$ cat config.mk
export PLATFORM = sky130hd
export DESIGN_NAME = apb_slave_mem
export DESIGN_NICKNAME = d
export VERILOG_FILES = /design/src/rtl/apb_slave_mem.sv
export SDC_FILE = /design/constraint.sdc
export NUM_CORES = 1
export LEC_CHECK = 0
export CORE_MARGIN = 2
export CORE_UTILIZATION = 45
export CTS_CLUSTER_SIZE = 12
export DETAILED_ROUTE_END_ITERATION = 8
export GPL_ROUTABILITY_DRIVEN = 0
export GPL_TIMING_DRIVEN = 0
export PLACE_DENSITY = 0.63
export SLEW_MARGIN = 25
export SYNTH_ARGS = -nofsm -noshare
export SYNTH_HDL_FRONTEND = slang
export SYNTH_SLANG_ARGS = --single-unit
$ cat constraint.sdc
create_clock -name PCLK -period 5.7 [get_ports PCLK]
set_input_delay 0.57 -clock PCLK [delete_from_list [all_inputs] [get_ports PCLK]]
set_output_delay 0.57 -clock PCLK [all_outputs]
set_load 0.005 [all_outputs]
$ cat src/rtl/apb_slave_mem.sv
// apb_slave_mem: APB completer with a word-addressed register memory.
// Optional wait-state insertion is compiled in when APB_SLV_WAIT_EN is defined;
// otherwise every transfer is zero-wait and WAIT_CYCLES is ignored.
module apb_slave_mem #(
    parameter int unsigned DATA_WIDTH  = 32,
    parameter int unsigned ADDR_WIDTH  = 32,
    parameter int unsigned DEPTH       = 16,
    parameter int unsigned WAIT_CYCLES = 2
) (
    input  logic                  PCLK,
    input  logic                  PRESETn,
    input  logic                  PSEL,
    input  logic                  PENABLE,
    input  logic                  PWRITE,
    input  logic [ADDR_WIDTH-1:0] PADDR,
    input  logic [DATA_WIDTH-1:0] PWDATA,
    output logic [DATA_WIDTH-1:0] PRDATA,
    output logic                  PREADY
);

    localparam int unsigned IDX_W = $clog2(DEPTH);
    localparam int unsigned CNT_W = 4;

    typedef enum logic {
        IDLE   = 1'b0,
        ACCESS = 1'b1
    } state_t;

    state_t                state_q, state_d;
    logic [IDX_W-1:0]      idx_q, idx_d;
    logic                  wr_q, wr_d;
    logic                  pready_d;
    logic [DATA_WIDTH-1:0] prdata_d;
    logic                  mem_we;
    logic [DATA_WIDTH-1:0] mem [DEPTH];
    logic [IDX_W-1:0]      paddr_idx;

    assign paddr_idx = PADDR[2 +: IDX_W];

`ifdef APB_SLV_WAIT_EN
    localparam logic ZERO_WAIT = (WAIT_CYCLES == 0);
    logic [CNT_W-1:0] cnt_q, cnt_d;
    logic             unused_bits;
    assign unused_bits = ^{PADDR[1:0], PADDR[ADDR_WIDTH-1:2+IDX_W]};
`else
    localparam logic ZERO_WAIT = 1'b1;
    logic             unused_bits;
    assign unused_bits = ^{PADDR[1:0], PADDR[ADDR_WIDTH-1:2+IDX_W], CNT_W'(WAIT_CYCLES)};
`endif

    // Next-state and next-output decode for the setup/access handshake
    always_comb begin
        state_d  = state_q;
        idx_d    = idx_q;
        wr_d     = wr_q;
        pready_d = PREADY;
        prdata_d = PRDATA;
        mem_we   = 1'b0;
`ifdef APB_SLV_WAIT_EN
        cnt_d    = cnt_q;
`endif
        case (state_q)
            IDLE: begin
                // PENABLE=1 without a preceding setup phase is ignored
                if (PSEL && !PENABLE) begin
                    idx_d   = paddr_idx;
                    wr_d    = PWRITE;
                    state_d = ACCESS;
`ifdef APB_SLV_WAIT_EN
                    cnt_d   = CNT_W'(WAIT_CYCLES);
`endif
                    if (ZERO_WAIT) begin
                        pready_d = 1'b1;
                        if (!PWRITE) begin
                            prdata_d = mem[paddr_idx];
                        end
                    end
                end
            end
            ACCESS: begin
                if (!PSEL) begin
                    // Master abort: drop the transfer, keep PRDATA
                    state_d  = IDLE;
                    pready_d = 1'b0;
                end else if (PREADY) begin
                    if (PENABLE) begin
                        mem_we   = wr_q;
                        pready_d = 1'b0;
                        state_d  = IDLE;
                    end
                end else begin
`ifdef APB_SLV_WAIT_EN
                    cnt_d = cnt_q - CNT_W'(1);
                    if (cnt_q == CNT_W'(1)) begin
                        pready_d = 1'b1;
                        if (!wr_q) begin
                            prdata_d = mem[idx_q];
                        end
                    end
`endif
                end
            end
            default: state_d = IDLE;
        endcase
    end

    // Control and output registers
    always_ff @(posedge PCLK or negedge PRESETn) begin
        if (!PRESETn) begin
            state_q <= IDLE;
            idx_q   <= '0;
            wr_q    <= 1'b0;
            PREADY  <= 1'b0;
            PRDATA  <= '0;
`ifdef APB_SLV_WAIT_EN
            cnt_q   <= '0;
`endif
        end else begin
            state_q <= state_d;
            idx_q   <= idx_d;
            wr_q    <= wr_d;
            PREADY  <= pready_d;
            PRDATA  <= prdata_d;
`ifdef APB_SLV_WAIT_EN
            cnt_q   <= cnt_d;
`endif
        end
    end

    // Register memory, cleared on reset, written on a completing write
    always_ff @(posedge PCLK or negedge PRESETn) begin
        if (!PRESETn) begin
            for (int i = 0; i < int'(DEPTH); i++) begin
                mem[i] <= '0;
            end
        end else if (mem_we) begin
            mem[idx_q] <= PWDATA;
        end
    end

endmodule

Word-level counts from Yosys, hierarchy flattened
Index checks and enable logic that the tools add are counted.
Storage, ports and cells
  register bits: 551
  input port bits: 69
  output and inout port bits: 33
  logic and storage cells: 53
Operators by class
  equal/unequal tests: 1
  bitwise logic cells: 4
  reductions and logical operators: 5
  muxes and demuxes: 19
  magnitude comparators: 3
Operators by type and width (count)
  bitwise mux 512 bit: 1
  binary-select mux 32 bit (select 4 bit): 1
  demux 32 bit (select 4 bit): 1
  2-to-1 mux 32 bit: 3
  2-to-1 mux 1 bit: 11
  greater-or-equal comparator 5 bit, second input constant: 2
  NOT 4 -> 5 bit: 2
  < comparator 5 x 1 -> 1 bit, second input constant: 1
  case mux 1 bit (2 select lines): 2
  AND reduction 3 bit: 1
  logical AND 1 bit: 2
  inequality test 2 bit, second input constant: 1
  NOT 1 bit: 2
  AND reduction 2 bit: 1
  zero test 1 bit: 1

Depth between registers and ports, before layout
Gate-level depths: netlist of the first run.
  depth in word-level cells: 6
  gate-level depth with buffers: 6
  gate-level depth less buffers: 4

Worst setup path after synthesis of the first run
No wires, ideal clock.
  path type: input -> register
  start point: in PADDR[3]
  end point: reg PRDATA[10]
  cell stages on the path: 5
  data arrival time: 2099 ps
  setup slack: 3469 ps
  cells stage by stage: buf_2 buf_1 mux4_2 a22oi_1 o211ai_2
On the way
  longest elaborated chain between the ends: 4
Ends and longest elaborated chain
  start: declaration: line 15  | input logic [ADDR_WIDTH-1:0] PADDR,
  NOT 4 -> 5 bit (implied by the code): line 75  | prdata_d = mem[paddr_idx];
  binary-select mux 32 bit (select 4 bit): line 75
  2-to-1 mux 32 bit (implied by the code) (2 in a row): line 75
  end signal: assignment: line 123  | PRDATA <= prdata_d;
  end: declaration: line 17  | output logic [DATA_WIDTH-1:0] PRDATA,
Every way passes these cells. The select of a mux whose other input is x is not followed.
A chain may end at the register's enable or synchronous reset.

Worst setup path in the final report of the first run
  start point: in PADDR[5]
  end point: reg PRDATA[28]
Same word-level chain as after synthesis.

==> results of run 1 <==
## cells by family (layout without fill, tap and decap cells)
family,Yosys count,after routing
buffers and inverters,137,319
DFF,551,551
adders and majority gates,1,1
and+or+nand+nor,67,67
muxes,676,676
AOI/OAI and AO/OA,66,66
## area by class of cell
cell class	count	area, µm²	share of cell area [%]
buffer	135	686	2.40
clock buffer	93	1760	6.15
clock inverter	11	184	0.644
inverter	2	7.51	0.0263
multi-input combinational	810	10400	36.3
sequential	551	13800	48.2
tap	704	881	3.08
timing repair buffer	78	891	3.12
## flip-flops by register name (all words and copies together), names as in the netlist
register and count:
mem 512, wr_q 1, PRDATA 32, state_q 1, idx_q 4, PREADY 1
## synth_stat cells (2+ instances only)
cell type,instances
dfrtp_1,551
mux2_2,377
mux4_2,128
mux2_4,90
buf_2,62
mux2_1,49
clkbuf_1,47
nand2_1,35
a22oi_1,32
mux2i_1,32
o211ai_2,30
buf_1,14
buf_6,12
nor3_2,7
and3_1,5
nor2_1,3
or3_1,3
and2_1,2
nand2b_1,2
o211ai_1,2
o21ai_0,2
## worst max-delay path by stage
stage,slack (ns),from,to,depth (start not counted)
after CTS,2.68,PADDR[5],PRDATA[28],6
after global placement,-20.01,PRESETn,mem[356],1
after global routing,2.62,PADDR[5],PRDATA[25],6
after floorplan,3.47,PADDR[3],PRDATA[10],5
after detailed placement,2.03,PADDR[5],PRDATA[28],6
final,2.65,PADDR[5],PRDATA[28],6
## timing repair
action                    in CTS  in global routing
gates resized for setup        0                  0
hold buffers                   1                  0
hold endpoints to repair      59                  0
## worst max-delay path, stage by stage
cell	delay, ns
clkdlybuf4s50_1	0.74
buf_1	0.64
buf_1	0.84
mux4_2	0.42
mux2i_1	0.22
o211ai_2	0.09
## routing by layer
| metal | global-route usage, % | vias to the layer above | part of all wire [%] |
|---|---|---|---|
| li1 | - | 5860 | - |
| met1 | 31.9 | 7525 | 44 |
| met2 | 37.1 | 286 | 48 |
| met3 | 3.73 | 114 | 4.2 |
| met4 | 7.77 | 2 | 3.2 |
| met5 | 0 | - | 0.021 |
## metrics by stage
stage	power (mW)	hold slack (ns)	instances	area, µm²
2_1_floorplan	4.73	0.274	1498	24900
3_3_place_gp	5.02	0.462	2273	26400
3_5_place_dp	5.05	0.470	2279	26600
4_1_cts	8.93	0.483	2384	28600
5_1_grt	9.17	0.490	2384	28600
6_report	8.84	0.473	2384	28600
## power groups by stage
stage / Combinational, mW / Clock (mW) / Sequential [mW]
after detailed placement: 0.731 / 0 / 4.32
after global placement: 0.695 / 0 / 4.32
after CTS: 0.733 / 3.95 / 4.25
after global routing: 0.786 / 4.11 / 4.28
after floorplan: 0.450 / 0 / 4.28
final: 0.721 / 3.87 / 4.25
## placed cells by master, fill, tap and decap left out, types with 2 or more instances in the layout
cell | netlist | layout
dfrtp_1 | 551 | 551
mux2_2 | 377 | 377
mux4_2 | 128 | 128
mux2_4 | 90 | 90
clkdlybuf4s50_1 | 0 | 70
buf_2 | 62 | 67
clkbuf_1 | 47 | 66
clkbuf_16 | 0 | 61
mux2_1 | 49 | 49
nand2_1 | 35 | 35
mux2i_1 | 32 | 32
a22oi_1 | 32 | 32
o211ai_2 | 30 | 30
buf_6 | 12 | 12
clkbuf_8 | 0 | 11
buf_1 | 14 | 7
nor3_2 | 7 | 7
buf_16 | 0 | 6
and3_1 | 5 | 5
clkinv_2 | 0 | 5
bufinv_16 | 0 | 5
clkbuf_2 | 0 | 4
nor2_1 | 3 | 3
or3_1 | 3 | 3
o21ai_0 | 2 | 2
and2_1 | 2 | 2
nand2b_1 | 2 | 2
o211ai_1 | 2 | 2
==> metrics.txt, run 1 <==
fmax between 300 and 400 MHz; final core utilization 52.1%; Max FO, Critical Path 10; R2R cell count 5; standard-cell row count 86; Placement Setup Slack between 2 and 2.5 ns; Internal approximately 6.8 mW; HP Class in2async; Starting Density a little under half; CTS HTree Levels 2; Clk pwr share ~44%; clk sinks approximately 550; fillers between 4,000 and 5,000; VDD IR max between 0.0002 and 0.0003 V; Yosys reg bits about 550; Mapped Cells 1,498; Yosys warnings 0; top post-synthesis cells by area dfrtp_1 (55%), mux2_2 (17%), mux4_2 (12%); chip height between 200 and 250 µm; CP Launch Type input port; largest net degree at the start of global routing 95; Final Hold Fails 0; core area about 55,000 µm²; critical path class in2reg; Final WS setup around 2.7 ns; number of flops mapped to enable cells by yosys 0; Post-Route WL about 63,000 µm; via count between 10,000 and 15,000; final setup skew between 0.02 and 0.025 ns; clk_lat worst skew 0.62 ns; xor/xnor share of the synthesized area 0%; maxcap violations 0; sequential area share after synthesis between 50% and 60%; ANT nets after route 0; simple-gate area share of the yosys netlist roughly 1.5%; Post-CTS Setup Repair Bufs 0; Setup crit end kind flip-flop; ys async rst share between 90% and 100%; largest family of logic cells by synthesized area multiplexers; Relative slew margins 24.6%; share of layout cells above drive strength 1 roughly 48%; synthesized area per cell 16.6 µm²; LEAKAGE between 10 and 15 nW; R2R setup slack around 3 ns; NetSw roughly 2.0 mW; DP HPWL about 39,000 µm; area fraction of the dominant cell type after synthesis a little under three fifths; TNS Setup 0 ns; io pins between 100 and 150; drt wl/cell 26.4 µm; CTS tree done; 1st-pass router iterations 5; first-pass GRT wire length 96,400 µm; Clock Root Buffer clkbuf_16; RSZ-0062 raised after global routing false; Mapped Area 24,900 µm²; period utilization between 50% and 60%; Iteration-0 DRC Markers between 1,000 and 1,500; Port Buffers 71; vias in the first global route roughly 15,000; outcome finished, final reports clean; sequential share of power approximately half; Cell Pwr Density 309 nW/µm²; worst-margin pin slew approximately 1.1 ns; reg2reg end mem[232]; Worst EP required 6.18 ns; CTS Buf Count just under 60; GR Overflow Total 0; Final setup violation count 0; adder-cell share of the synthesized area 0.0403%; Worst EP arrival around 3.5 ns; vias per inst 5.78; die footprint 57,100 µm²; Compound-Gate Fraction of Synth Area under 10%; ant diodes 0; chip width between 200 and 250 µm; antenna violations before repair 1; Net Count, Synth roughly 1,600; switching part of the total about 23%; synth unique cells 34; GRT Overall Usage between 20% and 30%; Area Overhead vs Synth 15.0%; top_reg_cell synth dfrtp_1; Slew Viols, Final 0; DRC 0; combinational share of power approximately 8.2%; R2R Path Start PREADY; Clock Tree Buf Depth 3; fin nets roughly 1,700; cell taking the most area after synthesis dfrtp_1; fin crit period between 3 and 4 ns; clk slew on worst S/H paths around 0.06 ns; post-synthesis mux area share between 30% and 40%
Note: power is estimated with default switching activity, not from simulation.
==> run 2, diff against run 1 <==
Clock period 5.7 ns to 2.98 ns, I/O delays scaled along.
==> results of run 2 <==
Same layout as run 1 (identical final DEF). Status: finished, final reports clean.
Main changes from that run: setup slack after placement 2.03 ns -> -0.418 ns; setup slack after layout 2.65 ns -> 0.206 ns; hold slack 0.473 ns -> 0.201 ns; register-to-register setup slack 3.07 ns -> 0.35 ns; total power 8.84 mW -> 16.9 mW; worst IR drop on VDD 0.000260 V -> 0.000497 V
